`src/rtl/pkt_stats_tap_if.sv`:
```
// Avalon-MM and Avalon-ST interface bundles used by pkt_stats_tap.
//   avalon_mm_if : address/read/write/writedata/readdata/readdatavalid/waitrequest
//                  modports: slave (register block side), master (host side)
//   avalon_st_if : data/valid/ready/startofpacket/endofpacket/empty/channel
//                  modports: sink (consumer side), src (producer side)

interface avalon_mm_if #(
    parameter int DWIDTH = 32,
    parameter int AWIDTH = 4
);
    logic [AWIDTH-1:0] address;
    logic              read;
    logic              write;
    logic [DWIDTH-1:0] writedata;
    logic [DWIDTH-1:0] readdata;
    logic              readdatavalid;
    logic              waitrequest;

    modport slave (
        input  address, read, write, writedata,
        output readdata, readdatavalid, waitrequest
    );
    modport master (
        output address, read, write, writedata,
        input  readdata, readdatavalid, waitrequest
    );
endinterface

interface avalon_st_if #(
    parameter int DWIDTH        = 64,
    parameter int CHANNEL_WIDTH = 1,
    parameter int EMPTY_WIDTH   = 3
);
    logic [DWIDTH-1:0]        data;
    logic                     valid;
    logic                     ready;
    logic                     startofpacket;
    logic                     endofpacket;
    logic [EMPTY_WIDTH-1:0]   empty;
    logic [CHANNEL_WIDTH-1:0] channel;

    modport sink (
        input  data, valid, startofpacket, endofpacket, empty, channel,
        output ready
    );
    modport src (
        output data, valid, startofpacket, endofpacket, empty, channel,
        input  ready
    );
endinterface

```
`src/rtl/pkt_stats_tap.sv`:
```
// pkt_stats_tap: one-stage pass-through register on an Avalon-ST stream that
// gathers packet statistics, readable over an Avalon-MM slave.
//
// Ports:
//   clk_i    : clock
//   rst_i    : asynchronous active-high reset
//   amm_if   : avalon_mm_if.slave  register access (word addresses)
//                0 CTRL (bit0 en R/W reset 1, bit1 clr W1 pulse), 1 PKT_CNT,
//                2 BYTE_CNT, 3 ERR_CNT, 4 STALL_CNT, others read 0
//   sink_if  : avalon_st_if.sink   packet input
//   src_if   : avalon_st_if.src    packet output, 1 cycle latency
//
// Optional feature: define PKT_STATS_BYTE_CNT_EN to build the byte counter;
// otherwise address 2 reads 0 and no byte-count logic exists.
// The address bus of amm_if is expected to be 4 bits wide.

module pkt_stats_tap #(
    parameter int AMM_DWIDTH    = 32,
    parameter int AST_DWIDTH    = 64,
    parameter int CHANNEL_WIDTH = 1,
    parameter int CNT_WIDTH     = 32
) (
    input logic        clk_i,
    input logic        rst_i,
    avalon_mm_if.slave amm_if,
    avalon_st_if.sink  sink_if,
    avalon_st_if.src   src_if
);

    localparam int BYTES       = AST_DWIDTH / 8;
    localparam int EMPTY_WIDTH = (BYTES > 1) ? $clog2(BYTES) : 1;
    localparam logic [CNT_WIDTH-1:0] CNT_MAX = '1;

    // Saturating add: a sum beyond the counter range clamps at all-ones.
    function automatic logic [CNT_WIDTH-1:0] sat_add(
        input logic [CNT_WIDTH-1:0] cnt,
        input logic [15:0]          inc
    );
        logic [CNT_WIDTH+16:0] sum;
        sum = {17'd0, cnt} + {{(CNT_WIDTH + 1){1'b0}}, inc};
        if (sum > {17'd0, CNT_MAX}) begin
            return CNT_MAX;
        end else begin
            return sum[CNT_WIDTH-1:0];
        end
    endfunction

    // Output stage
    logic                     src_valid_q, src_valid_d;
    logic [AST_DWIDTH-1:0]    src_data_q;
    logic                     src_sop_q;
    logic                     src_eop_q;
    logic [EMPTY_WIDTH-1:0]   src_empty_q;
    logic [CHANNEL_WIDTH-1:0] src_channel_q;

    // Control and statistics
    logic                 en_q, en_d;
    logic                 in_pkt_q, in_pkt_d;
    logic [CNT_WIDTH-1:0] pkt_cnt_q, pkt_cnt_d;
    logic [CNT_WIDTH-1:0] err_cnt_q, err_cnt_d;
    logic [CNT_WIDTH-1:0] stall_cnt_q, stall_cnt_d;
`ifdef PKT_STATS_BYTE_CNT_EN
    logic [CNT_WIDTH-1:0] byte_cnt_q, byte_cnt_d;
    logic [15:0]          byte_inc_s;
`endif

    // Register read path
    logic                  rdvalid_q;
    logic [AMM_DWIDTH-1:0] rdata_q, rdata_d, rd_mux_s;

    logic       sink_ready_s, sink_xfer_s, src_xfer_s, src_stall_s;
    logic       ctrl_wr_s, clr_s, err_s;
    logic [3:0] addr_s;
    logic       unused_wdata_s;

    assign addr_s         = amm_if.address;
    assign sink_ready_s   = !src_valid_q || src_if.ready;
    assign sink_xfer_s    = sink_if.valid && sink_ready_s;
    assign src_xfer_s     = src_valid_q && src_if.ready;
    assign src_stall_s    = src_valid_q && !src_if.ready;
    assign ctrl_wr_s      = amm_if.write && (addr_s == 4'd0);
    assign clr_s          = ctrl_wr_s && amm_if.writedata[1];
    assign unused_wdata_s = ^amm_if.writedata[AMM_DWIDTH-1:2];
    // A sop inside a packet lost its eop; a non-sop beat outside a packet lost its sop.
    assign err_s          = src_sop_q ? in_pkt_q : !in_pkt_q;

    assign sink_if.ready        = sink_ready_s;
    assign src_if.valid         = src_valid_q;
    assign src_if.data          = src_data_q;
    assign src_if.startofpacket = src_sop_q;
    assign src_if.endofpacket   = src_eop_q;
    assign src_if.empty         = src_empty_q;
    assign src_if.channel       = src_channel_q;
    assign amm_if.waitrequest   = 1'b0;
    assign amm_if.readdata      = rdata_q;
    assign amm_if.readdatavalid = rdvalid_q;

    // Output stage valid: a new beat takes priority over the beat leaving.
    always_comb begin
        src_valid_d = src_valid_q;
        if (sink_xfer_s) begin
            src_valid_d = 1'b1;
        end else if (src_xfer_s) begin
            src_valid_d = 1'b0;
        end else begin
            src_valid_d = src_valid_q;
        end
    end

    // Statistics next-state; clr overrides every increment.
    always_comb begin
        en_d        = ctrl_wr_s ? amm_if.writedata[0] : en_q;
        in_pkt_d    = in_pkt_q;
        pkt_cnt_d   = pkt_cnt_q;
        err_cnt_d   = err_cnt_q;
        stall_cnt_d = stall_cnt_q;
`ifdef PKT_STATS_BYTE_CNT_EN
        byte_cnt_d  = byte_cnt_q;
        byte_inc_s  = src_eop_q ? (16'(BYTES) - 16'(src_empty_q)) : 16'(BYTES);
`endif
        if (clr_s) begin
            in_pkt_d    = 1'b0;
            pkt_cnt_d   = '0;
            err_cnt_d   = '0;
            stall_cnt_d = '0;
`ifdef PKT_STATS_BYTE_CNT_EN
            byte_cnt_d  = '0;
`endif
        end else begin
            if (src_xfer_s) begin
                if (src_eop_q) begin
                    in_pkt_d = 1'b0;
                end else if (src_sop_q) begin
                    in_pkt_d = 1'b1;
                end else begin
                    in_pkt_d = in_pkt_q;
                end
            end else begin
                in_pkt_d = in_pkt_q;
            end
            if (en_q) begin
                if (src_xfer_s) begin
                    pkt_cnt_d  = src_eop_q ? sat_add(pkt_cnt_q, 16'd1) : pkt_cnt_q;
                    err_cnt_d  = err_s ? sat_add(err_cnt_q, 16'd1) : err_cnt_q;
`ifdef PKT_STATS_BYTE_CNT_EN
                    byte_cnt_d = sat_add(byte_cnt_q, byte_inc_s);
`endif
                end else begin
                    pkt_cnt_d = pkt_cnt_q;
                end
                stall_cnt_d = src_stall_s ? sat_add(stall_cnt_q, 16'd1) : stall_cnt_q;
            end else begin
                stall_cnt_d = stall_cnt_q;
            end
        end
    end

    // Register read mux; the registered counter gives the pre-increment value.
    always_comb begin
        rd_mux_s = '0;
        case (addr_s)
            4'd0:    rd_mux_s[1:0] = {1'b0, en_q};
            4'd1:    rd_mux_s[CNT_WIDTH-1:0] = pkt_cnt_q;
`ifdef PKT_STATS_BYTE_CNT_EN
            4'd2:    rd_mux_s[CNT_WIDTH-1:0] = byte_cnt_q;
`endif
            4'd3:    rd_mux_s[CNT_WIDTH-1:0] = err_cnt_q;
            4'd4:    rd_mux_s[CNT_WIDTH-1:0] = stall_cnt_q;
            default: rd_mux_s = '0;
        endcase
        rdata_d = amm_if.read ? rd_mux_s : '0;
    end

    // Output stage payload and valid registers.
    always_ff @(posedge clk_i or posedge rst_i) begin
        if (rst_i) begin
            src_valid_q   <= 1'b0;
            src_data_q    <= '0;
            src_sop_q     <= 1'b0;
            src_eop_q     <= 1'b0;
            src_empty_q   <= '0;
            src_channel_q <= '0;
        end else begin
            src_valid_q <= src_valid_d;
            if (sink_xfer_s) begin
                src_data_q    <= sink_if.data;
                src_sop_q     <= sink_if.startofpacket;
                src_eop_q     <= sink_if.endofpacket;
                src_empty_q   <= sink_if.empty;
                src_channel_q <= sink_if.channel;
            end
        end
    end

    // Control, statistics and read-response registers.
    always_ff @(posedge clk_i or posedge rst_i) begin
        if (rst_i) begin
            en_q        <= 1'b1;
            in_pkt_q    <= 1'b0;
            pkt_cnt_q   <= '0;
            err_cnt_q   <= '0;
            stall_cnt_q <= '0;
`ifdef PKT_STATS_BYTE_CNT_EN
            byte_cnt_q  <= '0;
`endif
            rdvalid_q   <= 1'b0;
            rdata_q     <= '0;
        end else begin
            en_q        <= en_d;
            in_pkt_q    <= in_pkt_d;
            pkt_cnt_q   <= pkt_cnt_d;
            err_cnt_q   <= err_cnt_d;
            stall_cnt_q <= stall_cnt_d;
`ifdef PKT_STATS_BYTE_CNT_EN
            byte_cnt_q  <= byte_cnt_d;
`endif
            rdvalid_q   <= amm_if.read;
            rdata_q     <= rdata_d;
        end
    end

endmodule

```
`src/flat_wrapper.sv`:
```
// flat-port wrapper written by rule: the top's interface ports become plain ports
module pkt_stats_tap_flat 
#(
    parameter int AMM_DWIDTH    = 32,
    parameter int AST_DWIDTH    = 64,
    parameter int CHANNEL_WIDTH = 1,
    parameter int CNT_WIDTH     = 32
)
  (clk_i, rst_i, amm_if_address, amm_if_read, amm_if_write, amm_if_writedata, amm_if_readdata, amm_if_readdatavalid, amm_if_waitrequest, sink_if_data, sink_if_valid, sink_if_startofpacket, sink_if_endofpacket, sink_if_empty, sink_if_channel, sink_if_ready, src_if_data, src_if_valid, src_if_startofpacket, src_if_endofpacket, src_if_empty, src_if_channel, src_if_ready);
  avalon_mm_if #(.DWIDTH(32), .AWIDTH(4)) amm_if_i ();
  avalon_st_if #(.DWIDTH(64), .CHANNEL_WIDTH(CHANNEL_WIDTH), .EMPTY_WIDTH(3)) sink_if_i ();
  avalon_st_if #(.DWIDTH(64), .CHANNEL_WIDTH(CHANNEL_WIDTH), .EMPTY_WIDTH(3)) src_if_i ();
  input logic clk_i;
  input logic rst_i;
  input wire logic [$bits(amm_if_i.address)-1:0] amm_if_address;
  input wire logic [$bits(amm_if_i.read)-1:0] amm_if_read;
  input wire logic [$bits(amm_if_i.write)-1:0] amm_if_write;
  input wire logic [$bits(amm_if_i.writedata)-1:0] amm_if_writedata;
  output wire logic [$bits(amm_if_i.readdata)-1:0] amm_if_readdata;
  output wire logic [$bits(amm_if_i.readdatavalid)-1:0] amm_if_readdatavalid;
  output wire logic [$bits(amm_if_i.waitrequest)-1:0] amm_if_waitrequest;
  input wire logic [$bits(sink_if_i.data)-1:0] sink_if_data;
  input wire logic [$bits(sink_if_i.valid)-1:0] sink_if_valid;
  input wire logic [$bits(sink_if_i.startofpacket)-1:0] sink_if_startofpacket;
  input wire logic [$bits(sink_if_i.endofpacket)-1:0] sink_if_endofpacket;
  input wire logic [$bits(sink_if_i.empty)-1:0] sink_if_empty;
  input wire logic [$bits(sink_if_i.channel)-1:0] sink_if_channel;
  output wire logic [$bits(sink_if_i.ready)-1:0] sink_if_ready;
  output wire logic [$bits(src_if_i.data)-1:0] src_if_data;
  output wire logic [$bits(src_if_i.valid)-1:0] src_if_valid;
  output wire logic [$bits(src_if_i.startofpacket)-1:0] src_if_startofpacket;
  output wire logic [$bits(src_if_i.endofpacket)-1:0] src_if_endofpacket;
  output wire logic [$bits(src_if_i.empty)-1:0] src_if_empty;
  output wire logic [$bits(src_if_i.channel)-1:0] src_if_channel;
  input wire logic [$bits(src_if_i.ready)-1:0] src_if_ready;
  assign amm_if_i.address = amm_if_address;
  assign amm_if_i.read = amm_if_read;
  assign amm_if_i.write = amm_if_write;
  assign amm_if_i.writedata = amm_if_writedata;
  assign amm_if_readdata = amm_if_i.readdata;
  assign amm_if_readdatavalid = amm_if_i.readdatavalid;
  assign amm_if_waitrequest = amm_if_i.waitrequest;
  assign sink_if_i.data = sink_if_data;
  assign sink_if_i.valid = sink_if_valid;
  assign sink_if_i.startofpacket = sink_if_startofpacket;
  assign sink_if_i.endofpacket = sink_if_endofpacket;
  assign sink_if_i.empty = sink_if_empty;
  assign sink_if_i.channel = sink_if_channel;
  assign sink_if_ready = sink_if_i.ready;
  assign src_if_data = src_if_i.data;
  assign src_if_valid = src_if_i.valid;
  assign src_if_startofpacket = src_if_i.startofpacket;
  assign src_if_endofpacket = src_if_i.endofpacket;
  assign src_if_empty = src_if_i.empty;
  assign src_if_channel = src_if_i.channel;
  assign src_if_i.ready = src_if_ready;
  pkt_stats_tap #(.AMM_DWIDTH(AMM_DWIDTH), .AST_DWIDTH(AST_DWIDTH), .CHANNEL_WIDTH(CHANNEL_WIDTH), .CNT_WIDTH(CNT_WIDTH)) u_core (.clk_i(clk_i), .rst_i(rst_i), .amm_if(amm_if_i), .sink_if(sink_if_i), .src_if(src_if_i));
endmodule
```
`config.mk`:
```
export PLATFORM = sky130hd
export DESIGN_NAME = pkt_stats_tap_flat
export DESIGN_NICKNAME = d
export VERILOG_FILES = /design/src/rtl/pkt_stats_tap_if.sv /design/src/rtl/pkt_stats_tap.sv /design/src/flat_wrapper.sv
export SDC_FILE = /design/constraint.sdc
export NUM_CORES = 1
export LEC_CHECK = 0
export ABC_AREA = 1
export BUFFER_PORTS_ARGS = -buffer_cell sky130_fd_sc_hd__buf_2
export CAP_MARGIN = 20
export CORE_UTILIZATION = 52
export CTS_CLUSTER_DIAMETER = 100
export DETAILED_ROUTE_END_ITERATION = 8
export PLACE_DENSITY = 0.78
export SLEW_MARGIN = 20
export SYNTH_ARGS = -nofsm -noshare
export SYNTH_HDL_FRONTEND = slang
export SYNTH_SLANG_ARGS = --single-unit
```
`constraint.sdc`:
```
create_clock -name clk_i -period 7.3 [get_ports clk_i]
set_input_delay 1.46 -clock clk_i [delete_from_list [all_inputs] [get_ports clk_i]]
set_output_delay 1.46 -clock clk_i [all_outputs]
set_load 0.01 [all_outputs]
```
==> flow_summary.yaml, run 1 <==
outcome:
  status: "finished, final reports clean"
die:
  die_y_um: 157
  die_w_um: 157
  fp.dieArea_um2: 24600
  io_pins: 218
  start_util_pct: 53.2
  core_um2: 23500
  num_rows: 56
cts:
  tritoncts: "yes"
  root_buffer: "clkbuf_16"
  cts_buffers: 23
  path_clk_slew_ps: 60
  clock_sinks: 202
  cts_hold_buf: 0
  ctsHtreeMaxLevel: 1
  worstSkewPairLatency_ps: 530
  cts_buffer_depth: 3
  post_cts.repair.setup_buffers: 0
  ctsResizeCount: 0
worst_setup_path:
  end_kind: "primary output"
  path_common_cell: "buf_2"
  setup.reg_to_reg.worst_slack_ps: 4190
  crit_fanout: 4
  cpMaxStageDelayCell: "buf_2"
  cp.arrival_ps: 2040
  reg2reg_to: "u_core.pkt_cnt_q[23]$_DFFE_PP0P_"
  start_kind: "primary input"
  crit_family: "buffers and inverters"
  required_ps: 5840
  critPathCapture: "sink_if_ready"
  critPathLaunch: "src_if_ready"
  critPathKind: "primary input to primary output"
  ff2ff_path_depth: 16
  path_buf_inv: 3
  path_cells: "buf_2 -> nor2_1 -> inv_1 -> buf_2"
  cpPeakStageDelay_ps: 180
  r2r_start: "u_core.pkt_cnt_q[1]$_DFFE_PP0P_"
  worst-path-stages: 4
hold_path:
  hp-class: "flip-flop to flip-flop"
logic_synthesis:
  syn_area_per_cell_um2: 7.11
  netlist.area_leader.share_pct: 40.3
  synthTopCellsByCount: "706 x nand2_1, 201 x dfrtp_1, 197 x nor2_1, 195 x inv_1, 116 x nand3_1"
  synth_top_cell_by_area: "dfrtp_1"
  yosysMostFrequentCell: "nand2_1"
  syn-cell-area_um2: 12500
  synth_edf_count: 0
  synth-seq-area-share_pct: 40.5
  synthCells: 1755
  synth_ff_type: "dfrtp_1"
  synth_area_leaders: "dfrtp_1 40%, nand2_1 21%, mux2_2 6.3%"
  ys_async_sr_fraction_pct: 100
  synth_nets: 1875
  ys_seq_elements: 202
  yosys_warnings: 0
  synth_cell_types: 41
final_layout:
  utilization_pct: 61.8
  syn2layout_area_growth_pct: 16.2
  final_nets: 2043
  layout.filler_cells: 2098
  num_antenna_cells: 0
  drive_above_1_share_pct: 21.1
sta:
  post-route-period-util_pct: 48.0
  hold_viol_final: 0
  drv_slew: 0
  fmax_mhz: 286
  finalSetupViolCount: 0
  slew_headroom_pct: 36.1
  tightest_slew_ps: 955
  clock-skew-final_ps: 8.67
  fin_setup_tns_ps: 0
  period_needed_ps: 3500
  rsz0062_at_grt: "no"
placement:
  gp_congestion: 1.01
  io_buffers: 186
  hpwl_mm: 26.9
pwr:
  leakagePower_nw: 7.66
  ir_worst_vdd_v: 0.000201
  p_per_area_nw_per_um2: 205
global_routing:
  grt_overflow: 0
  grtUsageTotal_pct: 30.0
  grt_max_degree: 126
  grt_pass1_vias: 11262
  grt_pass1_wl_mm: 57.7
  antenna_found_initial: 0
routing:
  dr.pass1.iters: 5
  totalWireLength_mm: 36.5
  post_drt_wl_per_cell_um: 16.2
  detail-route-antenna-nets: 0
  drc: 0
  viasPerCell: 5.30
  vias: 11978
  drt_iter0_markers: 1065
job:
  maxCapViolations: 0
flip-flops by register name, summed over array words and instances (netlist names):
signal,flops
u_core.in_pkt_q,1
u_core.amm_if.readdatavalid,1
u_core.src_if.data,64
u_core.src_if.empty,3
u_core.src_if.valid,1
u_core.pkt_cnt_q,32
u_core.src_if.channel,1
u_core.err_cnt_q,32
u_core.src_if.startofpacket,1
u_core.amm_if.readdata,32
u_core.src_if.endofpacket,1
u_core.en_q,1
u_core.stall_cnt_q,32
stage by stage:
stage          hold slack (ps)  setup slack, ps  total power [mW]  instances  cell area, um2
2_1_floorplan              449              331              1.60       1755           12500
3_3_place_gp               467             3550              1.75       2216           13700
3_5_place_dp               472             3510              1.77       2216           13700
4_1_cts                    490             3790              2.99       2258           14500
5_1_grt                    518             3770              3.09       2259           14500
6_report                   490             3800              2.98       2259           14500
worst reg2reg max path: stages (launching register included):
cell     delay [ps]
dfrtp_1         480
ha_1            310
nand3_1         180
inv_1            60
nand2_1         190
inv_1           170
nand2_1          90
nand2_1          70
nor2_1          120
nand2_1          70
nor2_1          170
nand2_1          70
nor2_1          120
nand3_2         550
nand3_1         270
nand2_1          80
nand2_1          60
cells in the final DEF, fill, tap and decap left out, types with 2 or more instances in the layout:
cell type,instances
a21oi_1,2
a31oi_2,2
and2_1,3
buf_2,186
buf_4,11
bufinv_16,2
clkbuf_1,2
clkbuf_16,23
clkbuf_8,7
clkinvlp_4,5
dfrtp_1,201
ha_1,8
inv_1,194
inv_2,3
mux2_2,70
nand2_1,705
nand2_2,11
nand3_1,114
nand3_2,54
nand3b_1,8
nand3b_2,2
nand4_1,5
nor2_1,196
nor2_2,16
nor2_4,5
nor3_1,6
nor3_2,2
o211ai_1,2
o21ai_0,33
o221ai_1,10
o22ai_1,18
xnor2_1,9
xor2_1,8
metal layers:
layer / track usage [%] / up-vias / share of wire, %
li1: - / 5794 / -
met1: 39.3 / 5587 / 42
met2: 48.4 / 501 / 46
met3: 4.63 / 96 / 7.1
met4: 15.2 / 0 / 5.1
met5: 0 / - / 0
logic make-up after synthesis:
kind of cell | Yosys count | share of synthesized area [%]
mux | 70 | 6.32
flops | 202 | 40.5
compound gates | 72 | 3.49
xor+xnor | 18 | 1.32
other cells | 1 | 0.0300
buf+inv | 254 | 8.17
fa+ha+maj | 8 | 0.802
simple gates | 1130 | 39.4
area by class of cell:
class	count	area (um2)	area share, %
clock buffers	32	679	4.68
repair buffers	198	1040	7.17
clock inverters	10	131	0.905
flip-flops and latches	202	5060	34.8
inverters	199	754	5.20
multi-input cells	1299	6450	44.4
well taps	319	399	2.75
power by group:
part / leakage [nW] / switching (mW) / internal [mW]
Sequential: 2.64 / 0.0952 / 1.21
Combinational: 4.63 / 0.265 / 0.190
Clock: 0.383 / 0.487 / 0.727
worst min path at each step:
stage / from / to / slack (ps) / cells after the start
after floorplan: u_core.pkt_cnt_q[31]$_DFFE_PP0P_ / u_core.pkt_cnt_q[31]$_DFFE_PP0P_ / 450 / 2
after global placement: u_core.pkt_cnt_q[31]$_DFFE_PP0P_ / u_core.pkt_cnt_q[31]$_DFFE_PP0P_ / 470 / 2
after detailed placement: u_core.pkt_cnt_q[31]$_DFFE_PP0P_ / u_core.pkt_cnt_q[31]$_DFFE_PP0P_ / 470 / 2
after CTS: u_core.pkt_cnt_q[31]$_DFFE_PP0P_ / u_core.pkt_cnt_q[31]$_DFFE_PP0P_ / 490 / 2
after global routing: u_core.src_if.data[55]$_DFFE_PP0P_ / u_core.src_if.data[55]$_DFFE_PP0P_ / 520 / 1
final: u_core.pkt_cnt_q[31]$_DFFE_PP0P_ / u_core.pkt_cnt_q[31]$_DFFE_PP0P_ / 490 / 2
(Power assumes the default switching activity.)
==> run 2, diff against run 1 <==
ABC_AREA = 0   (was 1)
CORE_UTILIZATION = 51   (was 52)
clock period = 3.1 ns   (was 7.3 ns; I/O delays follow)
==> run 2 against run 1 <==
Compared with the run above: clock-buffer cell count shrank 5; final cell count shrank 27%; area after synthesis shrank 12%; critical path type is now flip-flop to flip-flop; synthesized cell count shrank 35%; clock skew grew 10 ps; via count shrank 12%; total power grew 140%; sequential cell count is the same; highest routed layer unchanged.
==> flow_summary.yaml, run 2 <==
worst_setup_path:
  path_common_cell: "o2111ai_1"
  ff2ff_path_depth: 10
  setup.reg_to_reg.worst_slack_ps: 70
  r2r_start: "u_core.pkt_cnt_q[0]$_DFFE_PP0P_"
  cpPeakStageDelay_ps: 560
  critPathLaunch: "u_core.pkt_cnt_q[0]$_DFFE_PP0P_"
  critPathCapture: "u_core.pkt_cnt_q[14]$_DFFE_PP0P_"
  worst-path-stages: 10
  cp.arrival_ps: 3430
  end_kind: "flip-flop"
  reg2reg_to: "u_core.pkt_cnt_q[14]$_DFFE_PP0P_"
  crit_fanout: 2
  cpMaxStageDelayCell: "or4_1"
  critPathKind: "flip-flop to flip-flop"
  start_kind: "flip-flop"
  path_buf_inv: 1
  path_cells: "inv_1 -> ha_1 -> or3b_2 -> or4_1 -> a211oi_1 -> o2111ai_1 -> or3_1 -> o2111ai_1 -> o21ai_0 -> a221oi_1"
  required_ps: 3500
  crit_family: "simple AND/OR/NAND/NOR gates"
cts:
  clock_sinks: 202
  tritoncts: "yes"
  cts_buffers: 22
  worstSkewPairLatency_ps: 510
  root_buffer: "clkbuf_16"
  cts_buffer_depth: 3
  ctsHtreeMaxLevel: 1
  path_clk_slew_ps: 70
  post_cts.repair.setup_buffers: 0
sta:
  fmax_mhz: 330
  finalSetupViolCount: 0
  period_needed_ps: 3030
  clock-skew-final_ps: 19.1
  rsz0062_at_grt: "yes"
  post-route-period-util_pct: 97.7
  hold_ws_ps: 276
  hold_viol_final: 0
  drv_slew: 0
  slew_headroom_pct: 52.0
  tightest_slew_ps: 717
logic_synthesis:
  synth-seq-area-share_pct: 46.1
  synth_top_cell_by_area: "dfrtp_1"
  synth-simple-area-share_pct: 20.5
  syn-cell-area_um2: 11000
  synth-adder-area-share_pct: 0.913
  synth-compound-area-share_pct: 18.9
  yosysMostFrequentCell: "dfrtp_1"
  synth_ff_type: "dfrtp_1"
  yosys_warnings: 0
  synthTopCellsByCount: "201 x dfrtp_1, 82 x nand2_1, 78 x nor2_1, 72 x mux2_2"
  synthCells: 1135
  syn_area_per_cell_um2: 9.66
  ys_async_sr_fraction_pct: 100
  synth_cell_types: 72
  ys_seq_elements: 202
  synth_edf_count: 0
  synth-xor-area-share_pct: 1.76
  synth_top_family_by_area: "simple AND/OR/NAND/NOR gates"
  synth_area_leaders: "dfrtp_1 46%, mux2_2 7.4%, a21oi_1 2.8%"
  synth.area.mux_share_pct: 7.58
  netlist.area_leader.share_pct: 45.9
  synth_nets: 1255
final_layout:
  utilization_pct: 64.1
  largest_register_ffs: 64
  layout_commonest_cell: "dfrtp_1"
  syn2layout_area_growth_pct: 23.0
  final_cell_mix: "199 x dfrtp_1, 186 x buf_2, 95 x buf_4, 81 x nand2_1, 75 x nor2_1"
  fin_cells: 1646
  seqCellArea_um2: 5060
  drive_above_1_share_pct: 32.2
  final_nets: 1475
  layout.filler_cells: 1690
  multi_input_area_um2: 5520
die:
  core_um2: 21000
  fp.dieArea_um2: 22100
  start_util_pct: 52.1
  die_w_um: 149
  num_rows: 53
  die_y_um: 149
  io_pins: 218
routing:
  drc: 0
  totalWireLength_mm: 35.9
  drt_iter0_markers: 888
  dr.pass1.iters: 6
  vias: 10514
  detail-route-antenna-nets: 0
  viasPerCell: 6.39
  post_drt_wl_per_cell_um: 21.8
placement:
  dpl.cell_count: 1606
  hpwl_mm: 25.6
  io_buffers: 186
  gp_congestion: 0.999
pwr:
  p_per_area_nw_per_um2: 521
  ir_worst_vdd_v: 0.000424
  leakagePower_nw: 5.68
global_routing:
  grt_max_degree: 93
  grt_pass1_vias: 9850
  grt_pass1_wl_mm: 55.5
  grtUsageTotal_pct: 32.6
  antenna_found_initial: 1
  grt_overflow: 0
job:
  maxCapViolations: 0
hold_path:
  hp-class: "primary input to async pin"
outcome:
  status: "finished, final reports clean"
-- run 2: cell types whose count changed in the layout (fill, tap and decap cells not counted), moves of 27 or more --
cell      before  now
nand3_1      114   43
a22oi_1        0   30
a21oi_1        2   62
and3_1         0   38
o21ai_0       33   62
buf_4         11   95
nand3_2       54    1
nand2_1      705   81
nand4_1        5   46
a311oi_1       0   27
a31oi_1        0   43
nor2_1       196   75
inv_1        194   16
-- run 2: tightest hold or removal path, cell delays in order --
cell and delay (ps):
buf_2 120, clkinvlp_4 140, buf_12 290
-- run 2: cell families after synthesis --
logic type / after synthesis
AO/OA/AOI/OAI: 306
XOR/XNOR: 22
AND/OR/NAND/NOR: 415
multiplexers: 74
other: 1
adder cells (fa/ha/maj): 8
flip-flops: 202
buffers and inverters: 107
-- run 2: how the worst min path moves through the flow --
stage	from	endpoint	slack (ps)
2_1_floorplan	u_core.err_cnt_q[28]$_DFFE_PP0P_	u_core.err_cnt_q[28]$_DFFE_PP0P_	490
3_3_place_gp	u_core.src_if.channel$_DFFE_PP0P_	u_core.src_if.channel$_DFFE_PP0P_	480
3_5_place_dp	u_core.src_if.data[48]$_DFFE_PP0P_	u_core.src_if.data[48]$_DFFE_PP0P_	490
4_1_cts	rst_i	u_core.src_if.data[25]$_DFFE_PP0P_	280
5_1_grt	rst_i	u_core.src_if.data[25]$_DFFE_PP0P_	290
6_report	rst_i	u_core.src_if.data[25]$_DFFE_PP0P_	280
-- run 2: power breakdown --
group | internal (mW) | leakage (nW) | switching, mW
clock network | 1.61 | 0.362 | 1.11
registers | 2.85 | 2.63 | 0.151
logic | 0.555 | 2.69 | 0.748
-- run 2: cell type report --
cell class                      instances  area share (%)
Antenna cell                            2          0.0371
Clock buffer                           27            4.37
Tap cell                              275            2.55
Multi-Input combinational cell        826            41.0
Timing Repair Buffer                  286            12.9
Inverter                               17           0.501
Sequential cell                       202            37.5
Clock inverter                         11            1.12
-- run 2: routing by layer --
metal	wire, um	share of wire [%]	track usage [%]	up-vias
met5	0	0	0	-
met4	1140	3.2	10.7	0
met3	3160	8.8	5.67	78
met2	17000	47	54.5	585
met1	14600	41	42.9	5092
li1	-	-	-	4759
-- run 2: metrics by stage --
| stage | TNS [ps] | cell area (um2) | total power [mW] | worst slack (ps) |
|---|---|---|---|---|
| 5_1_grt | -1.52 | 13500 | 7.30 | -1.52 |
| 6_report | 0 | 13500 | 7.02 | 72.1 |
| 3_3_place_gp | 0 | 12700 | 4.28 | 143 |
| 2_1_floorplan | -27230 | 11000 | 3.76 | -135 |
| 4_1_cts | 0 | 13400 | 7.04 | 87.2 |
| 3_5_place_dp | 0 | 12700 | 4.32 | 116 |
-- run 2: timing repair --
action | CTS | global route
hold buffers | 0 | 0
endpoints found under the setup margin | 0 | 29
gates resized for setup | 0 | 14
==> run 3, diff against run 2 <==
CORE_UTILIZATION = 52   (was 51)
CTS_BUF_LIST = sky130_fd_sc_hd__clkbuf_8   (was not set)
PLACE_DENSITY = 0.79   (was 0.78)
==> run 3 against run 2 <==
Compared with the run above: maximum frequency up 1.9%; hold slack worse by 75 ps; global-route usage down 0.71 points; critical path type unchanged; largest cell class unchanged.
==> flow_summary.yaml, run 3 (synthesized netlist as in run 2, its figures left out) <==
placement:
  gp_congestion: 1.01
  hpwl_mm: 24.9
  dpl_cell_area_um2: 12600
  io_buffers: 186
outcome:
  status: "finished, final reports clean"
sta:
  fin_setup_tns_ps: 0
  finalSetupViolCount: 0
  tightest_slew_ps: 697
  rsz0062_at_grt: "yes"
  period_needed_ps: 2970
  hold_ws_ps: 201
  slew_headroom_pct: 53.5
  hold_viol_final: 0
  clock-skew-final_ps: 29.8
  post-route-period-util_pct: 95.8
  drv_slew: 0
  fmax_mhz: 337
worst_setup_path:
  ff2ff_path_depth: 9
  cpMaxStageDelayCell: "or4_1"
  cp.arrival_ps: 3400
  start_kind: "flip-flop"
  cpPeakStageDelay_ps: 670
  critPathLaunch: "u_core.pkt_cnt_q[10]$_DFFE_PP0P_"
  r2r_start: "u_core.pkt_cnt_q[10]$_DFFE_PP0P_"
  crit_family: "simple AND/OR/NAND/NOR gates"
  required_ps: 3530
  crit_fanout: 8
  reg2reg_to: "u_core.pkt_cnt_q[6]$_DFFE_PP0P_"
  path_cells: "nand4_1 -> buf_4 -> or4_1 -> nor4_1 -> xnor2_1 -> a21oi_1 -> nand4b_1 -> and2_1 -> a311oi_1"
  critPathKind: "flip-flop to flip-flop"
  path_buf_inv: 1
  end_kind: "flip-flop"
  setup.reg_to_reg.worst_slack_ps: 130
die:
  io_pins: 218
  die_w_um: 147
  core_um2: 20400
  start_util_pct: 53.6
  num_rows: 52
  fp.dieArea_um2: 21700
  die_y_um: 147
cts:
  root_buffer: "clkbuf_8"
  worstSkewPairLatency_ps: 540
  cts_hold_buf: 0
  ctsHtreeMaxLevel: 2
  cts_buffers: 34
  tritoncts: "yes"
  clock_sinks: 202
  cts_buffer_depth: 3
  path_clk_slew_ps: 70
pwr:
  power_frac_clock_pct: 36.7
  power_frac_seq_pct: 44.4
  comb_power_share_pct: 18.9
  ir_worst_vdd_v: 0.000453
  finalPower_mw: 6.77
  p_sw_share_pct: 29.5
  leakagePower_nw: 5.71
  power.internal_mw: 4.77
  p_per_area_nw_per_um2: 505
  netSwitchingPower_mw: 2.00
routing:
  drt_iter0_markers: 990
  vias: 10648
  detail-route-antenna-nets: 0
  dr.pass1.iters: 6
  post_drt_wl_per_cell_um: 21.0
  viasPerCell: 6.40
  drc: 0
  totalWireLength_mm: 34.9
global_routing:
  antenna_found_initial: 3
  grt_max_degree: 66
  grt_pass1_vias: 9855
  grt_overflow: 0
  grt_pass1_wl_mm: 53.9
  grtUsageTotal_pct: 31.9
final_layout:
  fin_area_um2: 13400
  largest_register_ffs: 64
  final_nets: 1485
  utilization_pct: 65.6
  final_cell_mix: "197 x dfrtp_1, 186 x buf_2, 94 x buf_4, 81 x nand2_1, 73 x nor2_1"
  syn2layout_area_growth_pct: 22.3
  drive_above_1_share_pct: 32.7
  layout_commonest_cell: "dfrtp_1"
job:
  maxCapViolations: 0
hold_path:
  hp-class: "primary input to async pin"
## run 3: how the worst max path moves through the flow
stage	end	slack, ps	cells past startpoint
2_1_floorplan	u_core.amm_if.readdata[0]$_DFF_PP0_	-140	1
3_3_place_gp	u_core.err_cnt_q[8]$_DFFE_PP0P_	150	9
3_5_place_dp	u_core.err_cnt_q[7]$_DFFE_PP0P_	-20	9
4_1_cts	u_core.err_cnt_q[7]$_DFFE_PP0P_	60	9
5_1_grt	u_core.pkt_cnt_q[14]$_DFFE_PP0P_	-40	10
6_report	u_core.pkt_cnt_q[6]$_DFFE_PP0P_	130	9
## run 3: power groups by stage
stage               sequential (mW)  clock, mW  combinational (mW)
global route                   3.03       2.66                1.39
floorplan                      3.10          0               0.653
global placement               3.03          0                1.22
finish                         3.01       2.49                1.28
detailed placement             3.05          0                1.25
CTS                            3.00       2.53                1.26
## run 3: worst reg2reg max path: cells and delay by family (launching register included)
kind,cells,cell delay [ps]
flip-flops,1,370
buffers and inverters,1,180
AO/OA/AOI/OAI,2,550
AND/OR/NAND/NOR,5,1630
XOR/XNOR,1,140
## run 3: what timing repair did
action                     in CTS  in global routing
cloned                          0                  1
buffers inserted                0                  3
pin swaps                       0                  1
setup endpoints to repair       1                 19
resized for setup               1                 15
## run 3: final cells by class
| type | count | area (um2) |
|---|---|---|
| fillers | 1592 | 7020 |
| multi-input cells | 827 | 5530 |
| flip-flops and latches | 202 | 5060 |
| repair buffers | 283 | 1700 |
| clock buffers | 41 | 564 |
| well taps | 270 | 338 |
| clock inverters | 21 | 150 |
| inverters | 17 | 67.6 |
| diodes | 2 | 5.00 |
## run 3: metal layers
layer  GRT usage, %  vias up  wire, um
met1           41.9     5106     14300
met3           7.86      115      3430
met2           49.6      643     15500
li1               -     4780         -
met4           15.1        4      1630
met5              0        -        31
## run 3: through the flow
step           std cells  worst slack (ps)
3_5_place_dp        1595             -17.3
3_3_place_gp        1595               155
6_report            1663               130
4_1_cts             1657              58.8
5_1_grt             1661             -37.1
2_1_floorplan       1135              -135
